==> config.mk <==
export PLATFORM = sky130hd
export DESIGN_NAME = signed_format_converter
export DESIGN_NICKNAME = d
export VERILOG_FILES = /design/src/rtl/jpeg_fmt_pkg.sv /design/src/rtl/signed_fmt_sat.sv /design/src/rtl/signed_format_converter.sv
export SDC_FILE = /design/constraint.sdc
export NUM_CORES = 1
export LEC_CHECK = 0
export ABC_AREA = 1
export BUFFER_PORTS_ARGS = -buffer_cell sky130_fd_sc_hd__buf_2
export CORE_MARGIN = 1.5
export CORE_UTILIZATION = 45
export DETAILED_ROUTE_END_ITERATION = 7
export PLACE_DENSITY = 0.68
export SYNTH_ARGS = -nofsm -noshare
export SYNTH_HDL_FRONTEND = slang
export SYNTH_HIERARCHICAL = 1
export SYNTH_SLANG_ARGS = --single-unit
==> constraint.sdc <==
create_clock -name clk -period 1.83 [get_ports clk]
set_input_delay 0.183 -clock clk [delete_from_list [all_inputs] [get_ports clk]]
set_output_delay 0.183 -clock clk [all_outputs]
set_load 0.05 [all_outputs]
==> src/rtl/jpeg_fmt_pkg.sv <==
// Shared definitions for the JPEG-2000 sign-format conversion datapath:
// conversion mode codes and a width-generic saturate/encode helper.
package jpeg_fmt_pkg;

    // Per-sample conversion selector, carried alongside each sample
    typedef enum logic [1:0] {
        FMT_SM2TC = 2'd0,
        FMT_TC2SM = 2'd1,
        FMT_TC2TC = 2'd2,
        FMT_OB2TC = 2'd3
    } fmt_mode_t;

    // Working width of the helper; any IN_W/OUT_W up to this fits
    localparam int SAT_MAX_W = 64;

    typedef struct packed {
        logic [SAT_MAX_W-1:0] data;   // encoded result, valid in the low out_w bits
        logic                 sat;    // clamping changed the value
    } sat_res_t;

    // Saturate a signed value to out_w bits and encode it either as two's
    // complement (sm_out=0) or sign-magnitude (sm_out=1). In sign-magnitude
    // the sign bit is only set for strictly negative values, so negative
    // zero can never be produced.
    function automatic sat_res_t sat_encode(
        input logic signed [SAT_MAX_W-1:0] v,
        input int                          out_w,
        input logic                        sm_out
    );
        logic signed [SAT_MAX_W-1:0] max_pos;
        logic signed [SAT_MAX_W-1:0] min_neg;
        logic signed [SAT_MAX_W-1:0] mag;
        logic        [SAT_MAX_W-1:0] sign_bit;
        logic                        v_neg;
        sat_res_t                    r;

        max_pos  = (64'sd1 <<< (out_w - 1)) - 64'sd1;
        min_neg  = -(64'sd1 <<< (out_w - 1));
        sign_bit = 64'd1 << (out_w - 1);
        v_neg    = v[SAT_MAX_W-1];
        r        = '0;
        mag      = '0;

        if (sm_out) begin
            mag = v_neg ? -v : v;
            if (mag > max_pos) begin
                mag   = max_pos;
                r.sat = 1'b1;
            end
            r.data = mag | (v_neg ? sign_bit : '0);
        end else begin
            if (v > max_pos) begin
                r.data = max_pos;
                r.sat  = 1'b1;
            end else if (v < min_neg) begin
                r.data = min_neg;
                r.sat  = 1'b1;
            end else begin
                r.data = v;
            end
        end
        return r;
    endfunction

endpackage

==> src/rtl/signed_fmt_sat.sv <==
// Combinational saturate/encode of a signed value V to OUT_W bits,
// two's-complement or sign-magnitude, with a saturation flag.
module signed_fmt_sat
    import jpeg_fmt_pkg::*;
#(
    parameter int V_W   = 11,
    parameter int OUT_W = 9
) (
    input  logic signed [V_W-1:0]   v,
    input  logic                    sm_out,
    output logic        [OUT_W-1:0] data,
    output logic                    sat
);

    logic signed [SAT_MAX_W-1:0] v_ext;
    sat_res_t                    res;
    logic                        unused_hi;

    // Sign-extend into the helper's working width and encode
    always_comb begin
        v_ext     = {{(SAT_MAX_W-V_W){v[V_W-1]}}, v};
        res       = sat_encode(v_ext, OUT_W, sm_out);
        data      = res.data[OUT_W-1:0];
        sat       = res.sat;
        // Bits above OUT_W are only sign copies and are deliberately dropped
        unused_hi = ^res.data[SAT_MAX_W-1:OUT_W];
    end

endmodule

==> src/rtl/signed_format_converter.sv <==
// Streaming sign-format converter: stage 1 decodes the input sample to a
// signed value V, stage 2 saturates/encodes it to OUT_W. Valid/ready
// handshake with full backpressure and a sticky saturation counter.
module signed_format_converter
    import jpeg_fmt_pkg::*;
#(
    parameter int IN_W  = 10,
    parameter int OUT_W = 9,
    parameter int CNT_W = 16
) (
    input  logic             clk,
    input  logic             rst_n,
    input  logic [1:0]       mode,
    input  logic             in_valid,
    output logic             in_ready,
    input  logic [IN_W-1:0]  in_data,
    output logic             out_valid,
    input  logic             out_ready,
    output logic [OUT_W-1:0] out_data,
    output logic             out_sat,
    input  logic             clr_count,
    output logic [CNT_W-1:0] sat_count
);

    localparam int VW = IN_W + 1;
    // DC level shift for offset-binary input: 2^(IN_W-1)
    localparam logic signed [VW-1:0] OB_OFFSET = {2'b01, {(IN_W-1){1'b0}}};

    logic                    s1_valid_q, s1_valid_d;
    logic signed [VW-1:0]    s1_v_q, s1_v_d;
    fmt_mode_t               s1_mode_q, s1_mode_d;
    logic                    s2_valid_q, s2_valid_d;
    logic        [OUT_W-1:0] out_data_q, out_data_d;
    logic                    out_sat_q, out_sat_d;
    logic        [CNT_W-1:0] sat_count_q, sat_count_d;

    logic signed [VW-1:0]    dec_v;
    logic signed [VW-1:0]    sm_mag;
    logic        [OUT_W-1:0] enc_data;
    logic                    enc_sat;
    logic                    s1_load;
    logic                    s2_load;

    // Stage-1 decode of the incoming sample to a signed value
    always_comb begin
        sm_mag = {2'b00, in_data[IN_W-2:0]};
        dec_v  = {in_data[IN_W-1], in_data};
        case (fmt_mode_t'(mode))
            FMT_SM2TC: dec_v = in_data[IN_W-1] ? -sm_mag : sm_mag;
            FMT_OB2TC: dec_v = $signed({1'b0, in_data}) - OB_OFFSET;
            default:   dec_v = {in_data[IN_W-1], in_data};
        endcase
    end

    // Stage-2 saturate/encode of the value held in stage 1
    signed_fmt_sat #(
        .V_W   (VW),
        .OUT_W (OUT_W)
    ) u_sat (
        .v      (s1_v_q),
        .sm_out (s1_mode_q == FMT_TC2SM),
        .data   (enc_data),
        .sat    (enc_sat)
    );

    // A stage loads when it is empty or its contents move forward this cycle
    always_comb begin
        s2_load = ~s2_valid_q | out_ready;
        s1_load = ~s1_valid_q | s2_load;
    end

    assign in_ready  = s1_load;
    assign out_valid = s2_valid_q;
    assign out_data  = out_data_q;
    assign out_sat   = out_sat_q;
    assign sat_count = sat_count_q;

    // Next-state for both pipeline stages and the saturation counter
    always_comb begin
        s1_valid_d  = s1_valid_q;
        s1_v_d      = s1_v_q;
        s1_mode_d   = s1_mode_q;
        s2_valid_d  = s2_valid_q;
        out_data_d  = out_data_q;
        out_sat_d   = out_sat_q;
        sat_count_d = sat_count_q;

        if (s1_load) begin
            s1_valid_d = in_valid;
            if (in_valid) begin
                s1_v_d    = dec_v;
                s1_mode_d = fmt_mode_t'(mode);
            end
        end

        if (s2_load) begin
            s2_valid_d = s1_valid_q;
            if (s1_valid_q) begin
                out_data_d = enc_data;
                out_sat_d  = enc_sat;
            end
        end

        // Clear wins over a coincident increment; count sticks at all-ones
        if (clr_count) begin
            sat_count_d = '0;
        end else if (s2_valid_q && out_ready && out_sat_q && !(&sat_count_q)) begin
            sat_count_d = sat_count_q + CNT_W'(1);
        end
    end

    // Pipeline and counter registers, cleared asynchronously
    always_ff @(posedge clk or negedge rst_n) begin
        if (!rst_n) begin
            s1_valid_q  <= 1'b0;
            s1_v_q      <= '0;
            s1_mode_q   <= FMT_SM2TC;
            s2_valid_q  <= 1'b0;
            out_data_q  <= '0;
            out_sat_q   <= 1'b0;
            sat_count_q <= '0;
        end else begin
            s1_valid_q  <= s1_valid_d;
            s1_v_q      <= s1_v_d;
            s1_mode_q   <= s1_mode_d;
            s2_valid_q  <= s2_valid_d;
            out_data_q  <= out_data_d;
            out_sat_q   <= out_sat_d;
            sat_count_q <= sat_count_d;
        end
    end

endmodule

; ---- Word-level counts from Yosys, hierarchy flattened
; Cells that the tools add are included.
[classes]
add_sub_neg = 4
magnitude_cmp = 3
n_eq_ne = 2
n_mux = 13
bitwise_logic = 5
n_reduce_logical = 9
[op_table]
columns = cell, count
row1 = $gt A64 B9 Y1 const B, 1
row2 = $mux W64, 1
row3 = $neg A11 Y64, 1
row4 = $mux W9, 4
row5 = $mux W16, 2
row6 = $pmux W11 S2, 1
row7 = $mux W10, 2
row8 = $add A16 B1 Y16 const B, 1
row9 = $reduce_and A16 Y1, 1
row10 = $gt A11 B9 Y1 const B, 1
row11 = $lt A11 B9 Y1 const B, 1
row12 = $mux W11, 1
row13 = $neg A9 Y11, 1
row14 = $sub A10 B10 Y11 const B, 1
row15 = $or A9 B9 Y9, 1
row16 = $reduce_and A2 Y1, 2
row17 = $logic_and A1 B1 Y1, 3
row18 = $eq A2 B1 Y1 const B, 1
row19 = $eq A2 B2 Y1 const B, 1
row20 = $logic_not A2 Y1, 1
row21 = $mux W1, 2
row22 = $not A1 Y1, 2
row23 = $or A1 B1 Y1, 2
row24 = $reduce_bool A2 Y1, 1
row25 = $logic_not A1 Y1, 1
[word_totals]
register_bits = 41
input_bits = 17
out_inout_bits = 28
wordCells = 43

; ---- Depth between registers and ports, before layout
; Gate-level depths: netlist (run 1).
[depth]
depth_word = 7
depth_mapped = 11
mapped_depth_nobuf = 11

; ---- Hierarchy
; Netlist (run 1), hierarchy kept.
[by_module_without_submodules]
columns = module, instances, cells_per_inst, area_each_um2, seq_area_each_um2
row1 = signed_format_converter, 1, 305, 2381.0, 1026.0
row2 = signed_fmt_sat, 1, 114, 519.2, 0.0

; ---- Least setup slack after synthesis (run 1)
; No wires, ideal clock.
[synth_path]
path_kind = reg-to-reg
from = register s2_valid_q, in the netlist out_valid
to = register s1_v_q[2]
t_arrival_ns = 2.007
slack_ns = -0.254
stages_incl_launch_ff = 6
path_buffers = 1
period_less_slack_ns = 2.084
path_cell_list = dfrtp_1 nand3_1 nand2_1 clkbuf_1 a21oi_1 a21oi_1
[synth_between]
elab_chain_len = 4
[synth_lines]
columns = element, line
row1 = "start, declared", signed_format_converter.sv:32  ; logic s2_valid_q, s2_valid_d;
row2 = "start signal, assigned", signed_format_converter.sv:126  ; s2_valid_q <= s2_valid_d;
row3 = $not A1 Y1, signed_format_converter.sv:68  ; s2_load = ~s2_valid_q | out_ready;
row4 = $or A1 B1 Y1, signed_format_converter.sv:68
row5 = $or A1 B1 Y1, signed_format_converter.sv:69  ; s1_load = ~s1_valid_q | s2_load;
row6 = net in_ready, signed_format_converter.sv:15  ; output logic in_ready,
row7 = $reduce_and A2 Y1 (no source line), -
row8 = "end signal, assigned", signed_format_converter.sv:124  ; s1_v_q <= s1_v_d;
row9 = "end, declared", signed_format_converter.sv:30  ; logic signed [VW-1:0] s1_v_q, s1_v_d;
; The timed path passes the listed nets, and every way through them passes these cells.
; A chain may end at the register's enable or synchronous reset.

; ---- Worst setup path after layout (run 1)
[layout_path]
from = register s1_v_q[1]
to = register out_data_q[5], in the netlist out_data[5]
[layout_between]
elab_chain_len = 7
[layout_lines]
columns = element, line
row1 = $neg A11 Y64, jpeg_fmt_pkg.sv:45  ; mag = v_neg ? -v : v;
row2 = $mux W64, jpeg_fmt_pkg.sv:45
row3 = $gt A64 B9 Y1, jpeg_fmt_pkg.sv:46  ; if (mag > max_pos) begin
row4 = $mux W9, jpeg_fmt_pkg.sv:46
row5 = $mux W9, jpeg_fmt_pkg.sv:44  ; if (sm_out) begin
row6 = $or A9 B9 Y9, jpeg_fmt_pkg.sv:50  ; r.data = mag | (v_neg ? sign_bit : '0);
row7 = $mux W10 *, jpeg_fmt_pkg.sv:44
row8 = net enc_data[5], signed_format_converter.sv:39  ; logic [OUT_W-1:0] enc_data;
row9 = "end signal, assigned", signed_format_converter.sv:127  ; out_data_q <= out_data_d;
row10 = "end, declared", signed_format_converter.sv:33  ; logic [OUT_W-1:0] out_data_q, out_data_d;
; The timed path passes the listed nets; every way through them passes the cells marked *. The select of a mux whose other input is x is not followed.

==> summary by stage, run 1 <==
Run status
The flow ran to the end, and the final reports show no timing, DRC or antenna violations.

Layout
The share of post-route cells with drive strength above 1 is 22.69%. The area growth from synthesis to final layout is 16.95%. In the final layout, the multi-input gates occupy 1677 um2.

The library cell used most frequently in the layout, excluding fill and tap cells, is sky130_fd_sc_hd__nand2_1. Summing all flip-flop and latch instances after layout gives 1031 um2. The number of antenna cells inserted is 0. The layout has 623 filler cells. The share of the core filled with cells in the final layout is 54.04%. In the final design database the tool counted 498 nets. Leaving out fill and tap cells, the most frequent cells in the layout are 131 x sky130_fd_sc_hd__nand2_1, 56 x sky130_fd_sc_hd__nor2_1, 44 x sky130_fd_sc_hd__buf_2.

Worst setup path
The family of cells with the greatest summed delay on the critical path is simple AND/OR/NAND/NOR gates. The worst setup path is of the register to register kind. Together, buffers and inverters on the worst path number 1. For this run, the slowest stage of the critical path takes 0.38 ns. Data arrives at the worst endpoint at 1.85 ns. The kind of launch point of the worst setup path is a register. In this design, the critical path's most frequently occurring cell is sky130_fd_sc_hd__nand2_1. STA classifies the critical path endpoint as a register. The required time of the worst setup path is 2.00 ns.

Along the worst path, the maximum fanout reaches 4. The slowest stage cell on the critical path is sky130_fd_sc_hd__dfrtp_1. Traced cell by cell, the critical path runs through inv_1 > ha_2 > nand2_2 > nor2_1 > nand2_1 > nand2_1 > nand2_2 > o21ai_4 > nand2_1 > mux2_2.

Clock tree
The number of buffers inserted to repair setup after CTS is 0. CTS placed an instance of sky130_fd_sc_hd__clkbuf_8 at the clock tree root. The sink count of the clock tree is 41. The post-CTS clock slew at the launch and capture registers of the worst setup and hold paths is 0.08 ns. The insertion delay of the later-clocked pin in the worst-skew pair is 0.28 ns. The number of buffers created by CTS is 5.

TritonCTS built the clock tree. The H-tree generated during clock tree synthesis spans 2 levels. The longest clock path from root to sink contains 2 buffers.

Timing
Setup repair after global routing could not meet its margin everywhere. Counting I/O delays and the setup requirement, the final critical path takes 1.685 ns. The highest clock rate is 0.5935 GHz. The setup-violating endpoint count in the final report is 0. The ratio of final minimum period to clock period is 92.08%. The actual transition at the worst max-transition pin is 0.5391 ns. The final count of hold timing violations came to 0. Once routing completed, OpenROAD measured the worst setup slack at 0.1450 ns. The max-slew violation count is 0.

In the final timing run, aggregate negative setup slack is 0 ns. The maximum clock skew at final layout is 0.009823 ns. The worst pin sits at a relative slew slack of 63.78%.

Detailed routing
The remaining antenna violation count is 0. The post-route DRC violation count is 0. The detailed-route vias per instance is 5.083. In this run, the number of DRC markers left after iteration 0 of detailed routing was 222. In the final routed layout, each cell accounts on average for 12.18 um.

After detailed routing, the total wire length is 6734 um. Detailed routing inserted a total of 2811 vias. The number of iterations in the first detailed-routing pass is 4.

Floorplanning
The horizontal die dimension is 83.28 um. The die covers 6936 um2. The starting density of the core is 46.20%. The y dimension of the die is 83.28 um. The number of standard-cell rows in the floorplan is 29. The core outline area is 6277 um2. 45 I/O pins were placed.

Global route
The leftover overflow at the end of global routing is 0. The first-pass GRT wire length is 11690 um. The global-route usage over all layers is 19.97%.

The largest net degree at the start of global routing is 42. The number of antenna violations at the first check in global routing is 0. The number of global-route vias before repair was 2560.

Synth
The number of different library cells in the post-synthesis netlist is 35. In this run the mean area of a mapped cell was 6.922 um2. The netlist area before placement is 2900 um2. The async set-reset flop share out of synthesis is 100.0%. Synthesis produced a netlist whose cell count is 419.

The synthesized design contains 0 enable-type register cells. The count of state elements after synthesis is 41. The sequential-to-total area share from yosys stat is 35.38%. The number of nets handed over by synthesis was 442. The most used flip-flop cell after synthesis is sky130_fd_sc_hd__dfrtp_1. The number of warning messages in the yosys log is 6.

Job
Across the run, the number of max-cap violations was 0.

Placement
The placer's final routability congestion estimate is 0.9129. During placement, the flow inserted port buffers numbering 44. The worst slack after detailed placement is 0.09324 ns. The wire-length estimate of the detail-placed layout is 5149 um.

Power and ir drop
The areal power density over the cells is 973.9 nW/um2. The worst voltage drop across the vdd grid is 0.001012 V. The leakage power total is 0.001680 uW. The total design power is 3303 uW.

Min path
In this run the worst hold path is classified as primary input to register.
==> stage by stage <==
| step | hold slack [ns] | std cells | instance area, um2 |
|---|---|---|---|
| after CTS | 0.1805 | 552 | 3362 |
| after floorplan | -0.1126 | 419 | 2909 |
| after global routing | 0.1856 | 553 | 3392 |
| after detailed placement | 0.2875 | 543 | 3251 |
| after global placement | 0.2817 | 543 | 3251 |
| final | 0.1800 | 553 | 3392 |
==> synthesized netlist by cell type (all sizes together) (4+ instances only) <==
| cell type | number | share of area, % |
|---|---|---|
| a21oi | 24 | 4.3 |
| buf | 4 | 1.7 |
| clkbuf | 6 | 0.78 |
| dfrtp | 41 | 35 |
| ha | 6 | 2.6 |
| inv | 39 | 5.0 |
| mux2 | 10 | 3.9 |
| nand2 | 137 | 18 |
| nand3 | 35 | 6.2 |
| nand4 | 6 | 1.3 |
| nor2 | 61 | 8.5 |
| o21ai | 26 | 6.0 |
| o21bai | 4 | 1.0 |
| xor2 | 4 | 1.2 |
==> per-layer routing <==
metal	vias to the layer above	share of wire [%]	track usage [%]
met5	-	0	0
met4	0	0.82	4.394
met3	7	4.4	2.286
met2	76	44	31.49
met1	1266	51	29.50
li1	1462	-	-
==> sequential cells by signal (all words and copies together), names as in the netlist <==
| register | cells |
|---|---|
| out_data | 9 |
| sat_count | 16 |
| s1_mode_q | 2 |
| s1_v_q | 11 |
| s1_valid_q | 1 |
| out_sat | 1 |
| out_valid | 1 |
==> cell families after synthesis <==
logic type | Yosys count | synth area share [%]
buffers and inverters | 51 | 7.981
multiplexers | 10 | 3.883
flip-flops | 41 | 35.38
AO/OA/AOI/OAI | 59 | 12.55
adder cells (fa/ha/maj) | 6 | 2.588
XOR/XNOR | 6 | 1.812
AND/OR/NAND/NOR | 246 | 35.81
==> worst register-to-register path, delay by kind of cell, from the launching register on <==
kind,cells,cell delay [ns]
AOI/OAI and AO/OA,1,0.19
DFF,1,0.38
muxes,1,0.26
adders and majority gates,1,0.21
and+or+nand+nor,6,0.44
buffers and inverters,1,0.09
==> final timing paths <==
check | end | cells after the start | slack (ns) | startpoint
max in group asynchronous | s1_v_q[3] | 3 | 0.96 | rst_n
min in group asynchronous | s1_v_q[7] | 3 | 0.49 | rst_n
max | out_data[5] | 10 | 0.14 | s1_v_q[1]
min | out_valid | 4 | 0.18 | out_ready
max reg2reg | out_data[5] | 10 | 0.14 | s1_v_q[1]
min reg2reg | out_data[3] | 1 | 0.51 | out_data[3]
==> where the power goes <==
group          switching [uW]  internal, uW
Combinational            1010           444
Sequential                129          1080
Clock                     302           341
==> final cells by class <==
cell class / instances / area share [%]
Multi-Input combinational cell: 328 / 49.43
Sequential cell: 41 / 30.39
Timing Repair Buffer: 58 / 9.664
Inverter: 41 / 4.685
Clock buffer: 7 / 2.840
Tap cell: 77 / 2.840
Clock inverter: 1 / 0.1475
==> repair_timing <==
action                     in CTS  in global routing
gates resized for setup         0                  6
setup endpoints to repair       0                  9
hold endpoints to repair       41                  0
hold buffers                    1                  0
Power figures use the tool's default switching activity.
==> run 2, diff against run 1 <==
==> constraint.sdc (replaced) <==
create_clock -name clk -period 1.83 [get_ports clk]
set_input_delay 0.2745 -clock clk [delete_from_list [all_inputs] [get_ports clk]]
set_output_delay 0.2745 -clock clk [all_outputs]
set_load 0.05 [all_outputs]
==> summary by stage, run 2 (same netlist as run 1, synthesis figures left out) <==
Layout
The footprint of the flip-flops and latches is 1032 um2 (+0.12%). The flip-flop count of the largest register after layout is 16 (unchanged). The share of the core filled with cells in the final layout is 53.64% (-0.40 points). Leaving out fill and tap cells, the most frequent cells in the layout are 131 x sky130_fd_sc_hd__nand2_1, 56 x sky130_fd_sc_hd__nor2_1, 44 x sky130_fd_sc_hd__buf_2. The fill cell instance count of the final layout is 637 (+2.2%). The multi-input combinational cell area is 1679 um2 (+0.15%). The share of post-route cells with drive strength above 1 is 23.16% (+0.47 points). The library cell used most frequently in the layout, excluding fill and tap cells, is sky130_fd_sc_hd__nand2_1. The area growth from synthesis to final layout is 16.09%. The number of antenna cells inserted is 0 (unchanged).

The net count reported at finish came to 497 (-0.20%).

Power and ir drop
The part of the power in the clock network is 17.9% (-1.6 points). The internal cell power is 1793 uW (-3.9%). The worst voltage drop across the vdd grid is 0.0009379 V (-7.3%). The part of the power in registers was 37.4% (+0.8 points). The power dissipated by switching net loads came to 1447 uW (+0.65%). The share of total power in combinational logic is 44.7% (+0.8 points). The leakage power total is 0.001665 uW (-0.91%).

The areal power density over the cells came to 962.2 nW/um2 (-1.2%). The switching part of the total is 44.67% (+1.1 points).

Worst setup path
The maximum fanout along the worst path is 5 (+1). The worst setup path is captured at a register. The required time of the worst setup path is 2.01 ns (about the same).

The worst setup path is of the register to register kind. The data arrival time of the worst path came to 1.85 ns (about the same). The kind of launch point of the worst setup path is a register.

Floorplanning
The number of standard-cell rows in the floorplan is 29 (unchanged). The I/O pin total came to 45 (unchanged). The core outline area is 6277 um2 (unchanged). The horizontal die dimension came to 83.28 um (unchanged). The starting density of the core came to 46.20% (unchanged).

The floorplan die area was 6936 um2 (unchanged). The y dimension of the die is 83.28 um (unchanged).

Clock tree
The TritonCTS clock tree is yes. The tree is rooted in a sky130_fd_sc_hd__clkbuf_8. The sink count of the clock tree was 41 (unchanged).

The insertion delay of the later-clocked pin in the worst-skew pair is 0.30 ns (+0.02 ns). The level count of the clock H-tree is 2 (unchanged). The number of buffers added to fix hold violations after cts is 0 (-1). The post-CTS clock slew at the launch and capture registers of the worst setup and hold paths is 0.07 ns (about the same). The number of buffers created by CTS is 5 (unchanged). The largest buffer count on any clock path was 2 (unchanged). The number of buffers inserted to repair setup after CTS is 0 (unchanged).

Timing
The tightest hold margin is 0.02843 ns (-0.1516 ns). The maximum clock skew at final layout was 0.008054 ns (-0.001769 ns). The actual transition at the worst max-transition pin is 0.5850 ns (+0.04588 ns). The setup TNS came to 0 ns (unchanged). The headroom to the max-slew limit is 60.70% (-3.1 points). The max-slew violation count is 0 (unchanged). The highest clock rate was 0.5979 GHz (+0.75%).

The final count of hold timing violations came to 0 (unchanged). The clock period minus worst slack came to 1.673 ns (-0.01251 ns). The ratio of final minimum period to clock period is 91.40% (-0.68 points). Setup repair after global routing left no endpoint under its margin. The setup-violating endpoint count in the final report is 0 (unchanged).

Detailed routing
The average detailed-routed wire length per instance is 11.90 um (-2.2%). The remaining antenna violation count is 0 (unchanged). The number of iterations in the first detailed-routing pass came to 5 (+1). The total vias in the final route is 2813 (+0.071%). The number of DRC markers in iteration 0 came to 192 (-14%). The detailed-route vias per instance came to 5.096 (+0.25%). The final routed wirelength across all metal layers is 6571 um (-2.4%). The post-route DRC violation count was 0 (unchanged).

Global route
The number of antenna violations at the first check in global routing is 0 (unchanged). The first-pass GRT wire length is 11410 um (-2.4%). The global-route usage over all layers is 19.81% (-0.16 points).

The number of global-route vias before repair is 2461 (-3.9%). The largest net degree at the start of global routing is 42 (unchanged). The leftover overflow at the end of global routing was 0 (unchanged).

Run status
The flow ran to the end, and the final reports show no timing, DRC or antenna violations.

Min path
The tightest min-delay check is of the primary input to asynchronous set/reset pin type.

Placement
The post-DP HPWL is 5072 um (-1.5%). The count of input and output buffers is 44 (unchanged). The placer's final routability congestion estimate is 0.9128 (about the same).

Job
The max capacitance violation total came to 0 (unchanged).
-- run 2: per-stage QoR --
step | total power (uW) | setup WS (ns) | cells | cell area [um2]
2_1_floorplan | 2300 | 0.03889 | 419 | 2909
3_3_place_gp | 2627 | 0.1026 | 543 | 3251
3_5_place_dp | 2653 | 0.01210 | 543 | 3251
4_1_cts | 3238 | 0.02729 | 551 | 3333
5_1_grt | 3465 | 0.02370 | 552 | 3367
6_report | 3240 | 0.1575 | 552 | 3367
-- run 2: critical path, cell delays in order (launching register included) --
cell	delay, ns
sky130_fd_sc_hd__dfrtp_1	0.39
sky130_fd_sc_hd__buf_4	0.16
sky130_fd_sc_hd__nor2_4	0.10
sky130_fd_sc_hd__nand3_2	0.10
sky130_fd_sc_hd__nand2_2	0.09
sky130_fd_sc_hd__nand2_1	0.05
sky130_fd_sc_hd__nand2_1	0.06
sky130_fd_sc_hd__nand2_2	0.08
sky130_fd_sc_hd__o21ai_4	0.19
sky130_fd_sc_hd__nand2_1	0.08
sky130_fd_sc_hd__mux2_2	0.26
-- run 2: layout make-up --
| class | count | share of cell area [%] |
|---|---|---|
| clock inverter | 2 | 0.2973 |
| tap | 77 | 2.861 |
| multi-input combinational | 328 | 49.87 |
| sequential | 41 | 30.66 |
| clock buffer | 6 | 2.155 |
| inverter | 41 | 4.719 |
| timing repair buffer | 57 | 9.439 |
-- run 2: path summary, 6_finish.rpt --
check / from / endpoint / slack, ns / cells after the start
max: s1_v_q[1] / out_data[3] / 0.16 / 10
min in group clk: out_ready / out_valid / 0.26 / 4
max in group asynchronous: rst_n / s1_v_q[3] / 1.42 / 2
max reg2reg: s1_v_q[1] / out_data[3] / 0.16 / 10
min reg2reg: out_data[1] / out_data[1] / 0.50 / 1
min: rst_n / s1_v_q[6] / 0.03 / 2
-- run 2: power groups by stage --
stage	Combinational, uW	Clock, uW	Sequential, uW
floorplan	654	0	1650
global placement	1410	0	1220
detailed placement	1420	0	1230
CTS	1430	599	1210
global route	1590	637	1240
finish	1450	579	1210
-- run 2: what timing repair did --
item,CTS,global route
endpoints found under the setup margin,1,9
pin swaps,1,1
resized for setup,0,9
cloned,0,1
-- run 2: layer usage --
metal	track usage [%]	vias up	share of wire (%)
met1	28.57	1264	51
li1	-	1461	-
met4	5.000	0	0.90
met5	0	-	0
met2	30.23	82	43
met3	4.274	6	5.4
